<file path="src/rtl/audio_seq_if.sv">
// Handshake and audio-pin bundle between the game controller and the tone sequencer.
interface audio_seq_if;
  logic       start;
  logic [1:0] mode;
  logic       busy;
  logic       speaker;
  logic       gain;
  logic       en;

  modport master (output start, mode, input busy, speaker, gain, en);
  modport slave  (input start, mode, output busy, speaker, gain, en);
endinterface

</file>
<file path="src/rtl/audio_seq.sv">
// Multi-mode square-wave tone sequencer (beep / win / siren) for the speaker path.
// Optional AUDIO_REPEAT_EN: win and siren loop through a gap back to note 0 instead of stopping.
//   state | meaning
//   IDLE  | silent, amplifier disabled, waiting for start
//   PLAY  | tone running, speaker toggles every half-period
//   GAP   | silence between notes, amplifier still enabled
module audio_seq #(
  parameter int DIV_W    = 16,
  parameter int BASE_DIV = 56818,
  parameter int DUR_W    = 24,
  parameter int NOTE_LEN = 12500000,
  parameter int GAP_LEN  = 2500000
) (
  input  logic        clk,
  input  logic        rst,
  audio_seq_if.slave  bus
);

  typedef enum logic [1:0] {S_IDLE, S_PLAY, S_GAP} state_t;

  localparam logic [31:0] HP_FULL_32 = 32'(BASE_DIV);
  localparam logic [31:0] HP_45_32   = 32'(BASE_DIV) * 32'd4 / 32'd5;
  localparam logic [31:0] HP_23_32   = 32'(BASE_DIV) * 32'd2 / 32'd3;
  localparam logic [31:0] HP_HALF_32 = 32'(BASE_DIV) / 32'd2;

  localparam logic [DIV_W-1:0] HP_FULL = HP_FULL_32[DIV_W-1:0];
  localparam logic [DIV_W-1:0] HP_45   = HP_45_32[DIV_W-1:0];
  localparam logic [DIV_W-1:0] HP_23   = HP_23_32[DIV_W-1:0];
  localparam logic [DIV_W-1:0] HP_HALF = HP_HALF_32[DIV_W-1:0];

  localparam logic [DUR_W-1:0] NOTE_LD = DUR_W'(NOTE_LEN - 1);
  localparam logic [DUR_W-1:0] GAP_LD  = DUR_W'(GAP_LEN - 1);

  function automatic logic [DIV_W-1:0] half_period(input logic [1:0] m, input logic [1:0] idx);
    logic [DIV_W-1:0] hp;
    hp = HP_HALF;
    case (m)
      2'd2: begin
        case (idx)
          2'd0:    hp = HP_FULL;
          2'd1:    hp = HP_45;
          2'd2:    hp = HP_23;
          default: hp = HP_HALF;
        endcase
      end
      2'd3:    hp = idx[0] ? HP_FULL : HP_HALF;
      default: hp = HP_HALF;
    endcase
    return hp;
  endfunction

  state_t           r_state;
  logic [1:0]       r_mode;
  logic [1:0]       r_note_idx;
  logic [DIV_W-1:0] r_div_cnt;
  logic [DUR_W-1:0] r_dur_cnt;
  logic             r_speaker;
  logic             r_gain;
  logic             r_en;
  logic             r_busy;

  logic             w_last;
  logic             w_repeat;
  logic [1:0]       w_next_idx;
  logic [DIV_W-1:0] w_hp_start;
  logic [DIV_W-1:0] w_hp_cur;
  logic [DIV_W-1:0] w_hp_next;

  // Beep is a single note; win and siren both have four.
  assign w_last     = (r_mode == 2'd1) ? (r_note_idx == 2'd0) : (r_note_idx == 2'd3);
  assign w_next_idx = w_last ? 2'd0 : r_note_idx + 2'd1;
  assign w_hp_start = half_period(bus.mode, 2'd0);
  assign w_hp_cur   = half_period(r_mode, r_note_idx);
  assign w_hp_next  = half_period(r_mode, w_next_idx);

`ifdef AUDIO_REPEAT_EN
  assign w_repeat = (r_mode != 2'd1);
`else
  assign w_repeat = 1'b0;
`endif

  always_ff @(posedge clk or negedge rst) begin
    if (!rst) begin
      r_state    <= S_IDLE;
      r_mode     <= 2'd0;
      r_note_idx <= 2'd0;
      r_div_cnt  <= '0;
      r_dur_cnt  <= '0;
      r_speaker  <= 1'b0;
      r_gain     <= 1'b0;
      r_en       <= 1'b0;
      r_busy     <= 1'b0;
    end else if (bus.start && (bus.mode != 2'd0)) begin
      r_state    <= S_PLAY;
      r_mode     <= bus.mode;
      r_note_idx <= 2'd0;
      r_div_cnt  <= w_hp_start - DIV_W'(1);
      r_dur_cnt  <= NOTE_LD;
      r_speaker  <= 1'b0;
      r_gain     <= 1'b1;
      r_en       <= 1'b1;
      r_busy     <= 1'b1;
    end else if (bus.start) begin
      r_state    <= S_IDLE;
      r_mode     <= 2'd0;
      r_note_idx <= 2'd0;
      r_div_cnt  <= '0;
      r_dur_cnt  <= '0;
      r_speaker  <= 1'b0;
      r_gain     <= 1'b0;
      r_en       <= 1'b0;
      r_busy     <= 1'b0;
    end else begin
      case (r_state)
        S_IDLE: ;
        S_PLAY: begin
          // Note end wins over a coincident half-period toggle.
          if (r_dur_cnt == '0) begin
            if (!w_last || w_repeat) begin
              r_state   <= S_GAP;
              r_dur_cnt <= GAP_LD;
              r_div_cnt <= '0;
              r_speaker <= 1'b0;
              r_gain    <= 1'b0;
            end else begin
              r_state    <= S_IDLE;
              r_mode     <= 2'd0;
              r_note_idx <= 2'd0;
              r_div_cnt  <= '0;
              r_speaker  <= 1'b0;
              r_gain     <= 1'b0;
              r_en       <= 1'b0;
              r_busy     <= 1'b0;
            end
          end else begin
            r_dur_cnt <= r_dur_cnt - DUR_W'(1);
            if (r_div_cnt == '0) begin
              r_speaker <= ~r_speaker;
              r_div_cnt <= w_hp_cur - DIV_W'(1);
            end else begin
              r_div_cnt <= r_div_cnt - DIV_W'(1);
            end
          end
        end
        S_GAP: begin
          if (r_dur_cnt == '0) begin
            r_state    <= S_PLAY;
            r_note_idx <= w_next_idx;
            r_div_cnt  <= w_hp_next - DIV_W'(1);
            r_dur_cnt  <= NOTE_LD;
            r_speaker  <= 1'b0;
            r_gain     <= 1'b1;
          end else begin
            r_dur_cnt <= r_dur_cnt - DUR_W'(1);
          end
        end
        default: begin
          r_state   <= S_IDLE;
          r_speaker <= 1'b0;
          r_gain    <= 1'b0;
          r_en      <= 1'b0;
          r_busy    <= 1'b0;
        end
      endcase
    end
  end

  assign bus.busy    = r_busy;
  assign bus.speaker = r_speaker;
  assign bus.gain    = r_gain;
  assign bus.en      = r_en;

endmodule

</file>
<file path="src/flat_wrapper.sv">
// flat-port wrapper written by rule: the top's interface ports become plain ports
module audio_seq_flat 
#(
  parameter int DIV_W    = 16,
  parameter int BASE_DIV = 56818,
  parameter int DUR_W    = 24,
  parameter int NOTE_LEN = 12500000,
  parameter int GAP_LEN  = 2500000
)
  (clk, rst, bus_start, bus_mode, bus_busy, bus_speaker, bus_gain, bus_en);
  audio_seq_if bus_i ();
  input  logic clk;
  input  logic rst;
  input wire logic [$bits(bus_i.start)-1:0] bus_start;
  input wire logic [$bits(bus_i.mode)-1:0] bus_mode;
  output wire logic [$bits(bus_i.busy)-1:0] bus_busy;
  output wire logic [$bits(bus_i.speaker)-1:0] bus_speaker;
  output wire logic [$bits(bus_i.gain)-1:0] bus_gain;
  output wire logic [$bits(bus_i.en)-1:0] bus_en;
  assign bus_i.start = bus_start;
  assign bus_i.mode = bus_mode;
  assign bus_busy = bus_i.busy;
  assign bus_speaker = bus_i.speaker;
  assign bus_gain = bus_i.gain;
  assign bus_en = bus_i.en;
  audio_seq #(.DIV_W(DIV_W), .BASE_DIV(BASE_DIV), .DUR_W(DUR_W), .NOTE_LEN(NOTE_LEN), .GAP_LEN(GAP_LEN)) u_core (.clk(clk), .rst(rst), .bus(bus_i));
endmodule
</file>
<file path="config.mk">
export PLATFORM = sky130hd
export DESIGN_NAME = audio_seq_flat
export DESIGN_NICKNAME = d
export VERILOG_FILES = /design/src/rtl/audio_seq_if.sv /design/src/rtl/audio_seq.sv /design/src/flat_wrapper.sv
export SDC_FILE = /design/constraint.sdc
export NUM_CORES = 1
export LEC_CHECK = 0
export CORE_MARGIN = 5
export CORE_UTILIZATION = 51
export DETAILED_ROUTE_END_ITERATION = 7
export MAX_ROUTING_LAYER = met4
export PLACE_DENSITY = 0.68
export SLEW_MARGIN = 25
export SYNTH_ARGS = -nofsm -noshare
export SYNTH_HDL_FRONTEND = slang
export SYNTH_SLANG_ARGS = --single-unit
</file>
<file path="constraint.sdc">
create_clock -name clk -period 4.4 [get_ports clk]
set_input_delay 0.44 -clock clk [delete_from_list [all_inputs] [get_ports clk]]
set_output_delay 0.44 -clock clk [all_outputs]
set_load 0.05 [all_outputs]
</file>
==> results.cfg <==
[status]
status = finished clean

[timing]
timing_max_transition_violations_final = 0
post_route_skew_ns = 0.0197
timing.fmax_mhz = 290
grt_setup_unrepaired = false
hold_vio_cnt_final = 0
hold_ws_ns = 0.214
timing.final.setup_violations = 0
slew_headroom_pct = 37.9
final.min_clock_period_ns = 3.45
fin_crit_sh_pct = 78.5
setup_total_negative_slack_ns = 0
worst-slew-pin-transition_ns = 0.927
timing.final.ws_setup_ns = 0.948

[die]
number_of_placement_rows = 31
die_width_um = 95.2
initial_utilization_pct = 51.6
top_level_ports = 9
die_area_mm2 = 0.00907
core_region_area_mm2 = 0.00718
dieHeight_um = 95.2

[final_layout]
antenna_cells = 0
nFillCells = 697
fin_nets = 481
area.growth.synth_to_final_pct = 6.92
share_of_layout_cells_above_drive_strength_1_pct = 6.07
finish.cell_count_without_fillers = 560
finalCoreUtilization_pct = 55.2

[worst_setup_path]
crit-reg2reg-launch = u_core.r_dur_cnt[4]$_DFFE_PN0P_
crit_path_max_incr_delay_ns = 0.72
timing.setup.critical_path_class = flip-flop to flip-flop
cp-end-kind = flip-flop
worst_path_required_ns = 4.60
crit_slowest_cell = or4b_1
worst_setup_path_start_kind = flip-flop
worst_path_maximum_fanout = 33
timing.critical_path.from = u_core.r_dur_cnt[4]$_DFFE_PN0P_
timing.critical_path.cells = or4_4 > or4b_1 > or4b_4 > a21oi_4 > a21oi_1 > o32a_1
critPathArrivalTime_ns = 3.65

[synthesis]
syn-cell-area_mm2 = 0.00370
synth_common_cells = nor2_1 (54), dfrtp_1 (48), a21oi_1 (32), o21ai_0 (32), nand2_1 (27)
synth_largest_area_cell = dfrtp_1
yosysSeqAreaShare_pct = 32.4
syn_inst = 467
netlist.area_leader.share_pct = 32.4
ys_dominant_reg_cell = dfrtp_1
syn_nets = 487
syn_avg_cell_area_um2 = 7.93
async_flop_share_pct = 100
synthMostInstantiatedCell = nor2_1
synth.yosys.warnings = 0
synth-seq-cells = 48
yosys-top-cells-area = dfrtp_1 (32%), nor2_1 (5.5%), ha_1 (5.1%)
synth_cell_type_count = 62
synth_enable_flop_cells = 0

[detailed_routing]
via_per_inst = 6.59
route.antenna.remaining_nets = 0
drc_errors = 0
first_iter_violations = 280
drt_pre_antenna_iters = 5
total_detailed_routing_wirelength_um = 10400
drt-wirelength-per-cell_um = 18.6
vias = 3688

[power]
vdd_ir_drop_max_uv = 261
intPower_mw = 1.15
power.share.switching_pct = 43.5
seq_power_share_pct = 37.1
combPwrFrac_pct = 43.8
static-leakage-power_nw = 1.49
p_per_area_mw_per_mm2 = 513
power.clock.fraction_pct = 19.0
net-switching-power_uw = 883

[clock_tree]
clk_pin_slew_worst_paths_ns = 0.11
numCtsBuffers = 5
cts_setup_buffers = 0
cts-root-buf = clkbuf_8
clk_latency_ns = 0.32
cts-htree-levels = 2
cts_hold_buffers = 0
cts_sinks = 48
cts_tree = built
clock_path_buffers = 2
cts_repair_resize_count = 0

[placed_design]
place_worst_setup_slack_ns = 0.948
port_buffers = 8
gpl.final_weighted_congestion = 0.932
number_of_cells_in_the_design_after_placement = 553
hpwl_um = 7410

[global_route]
global_route_wire_length_before_repair_um = 17500
grt_resource_usage_total_pct = 25.2
antenna_found_initial = 0
first_global_vias = 3505
grt_max_degree = 49
globalRouteOverflowTotal = 0

[run]
max-cap-violations = 0

[min_path]
hold_path_class = input port to async pin
[power by group through the flow]
stage	sequential, mW	combinational (mW)	clock, mW
6_report	0.755	0.891	0.387
5_1_grt	0.782	0.994	0.403
4_1_cts	0.748	0.884	0.389
3_5_place_dp	0.757	0.880	0
3_3_place_gp	0.751	0.861	0
2_1_floorplan	0.719	0.695	0
[area by class of cell]
cell class / count / area [um2] / area share [%]
Sequential cell: 48 / 1200 / 30.3
Inverter: 23 / 86.3 / 2.18
Timing Repair Buffer: 17 / 143 / 3.60
Tap cell: 99 / 124 / 3.13
Clock inverter: 2 / 60.1 / 1.52
Multi-Input combinational cell: 366 / 2280 / 57.5
Clock buffer: 5 / 68.8 / 1.74
[sequential cells by signal, summed over array words and instances, names as in the netlist]
name	cells
u_core.r_dur_cnt	24
u_core.r_note_idx	2
u_core.r_mode	2
u_core.bus.en	1
u_core.r_state	2
u_core.bus.speaker	1
u_core.r_div_cnt	16
[final timing paths]
path                                                     to  slack (ns)  cells past startpoint
setup / recovery           u_core.r_dur_cnt[13]$_DFFE_PN0P_        0.95                      6
hold / removal             u_core.r_note_idx[1]$_DFFE_PN0P_        0.21                      2
setup reg to reg           u_core.r_dur_cnt[13]$_DFFE_PN0P_        0.95                      6
hold reg to reg             u_core.r_dur_cnt[1]$_DFFE_PN0P_        0.52                      1
max in group asynchronous  u_core.r_div_cnt[11]$_DFFE_PN0P_        3.72                      2
min in group clk            u_core.r_dur_cnt[1]$_DFFE_PN0P_        0.52                      1
[metal layers]
| layer | wire (um) | share of wire [%] | vias up | GRT usage, % |
|---|---|---|---|---|
| li1 | - | - | 1741 | - |
| met2 | 4910 | 47 | 144 | 40.1 |
| met1 | 4570 | 44 | 1775 | 32.7 |
| met3 | 656 | 6.3 | 28 | 3.71 |
| met5 | 0 | 0 | - | - |
| met4 | 254 | 2.4 | 0 | 8.65 |
[layout by cell type, fill, tap and decap left out, types with 9 or more instances in the layout]
master,netlist,routed
a21oi_1,32,32
a31oi_1,20,20
buf_4,2,9
dfrtp_1,48,48
ha_1,15,15
inv_1,23,23
nand2_1,27,27
nand3_1,10,10
nor2_1,54,54
nor3_1,26,26
nor4_1,10,10
o211ai_1,9,9
o21ai_0,32,32
or3_1,12,12
[cell families after synthesis]
| logic type | after synthesis | synth area share, % |
|---|---|---|
| AOI/OAI and AO/OA | 162 | 29.2 |
| xor gates and xnor gates | 6 | 1.42 |
| adders and majority gates | 15 | 5.07 |
| buffers and inverters | 53 | 6.08 |
| DFF | 48 | 32.4 |
| muxes | 4 | 1.11 |
| and+or+nand+nor | 179 | 24.7 |
[critical path, delay by kind of cell (launching register included)]
family	cells	cell delay [ns]
flip-flops	1	0.43
AND/OR/NAND/NOR	3	1.92
AO/OA/AOI/OAI	3	0.98
[per-stage QoR]
stage	total power [mW]	instance area, um2
CTS	2.02	3960
detailed placement	1.64	3830
global placement	1.61	3830
finish	2.03	3960
floorplan	1.41	3700
global route	2.18	3960
No activity file was read; power rests on OpenSTA's default activity.
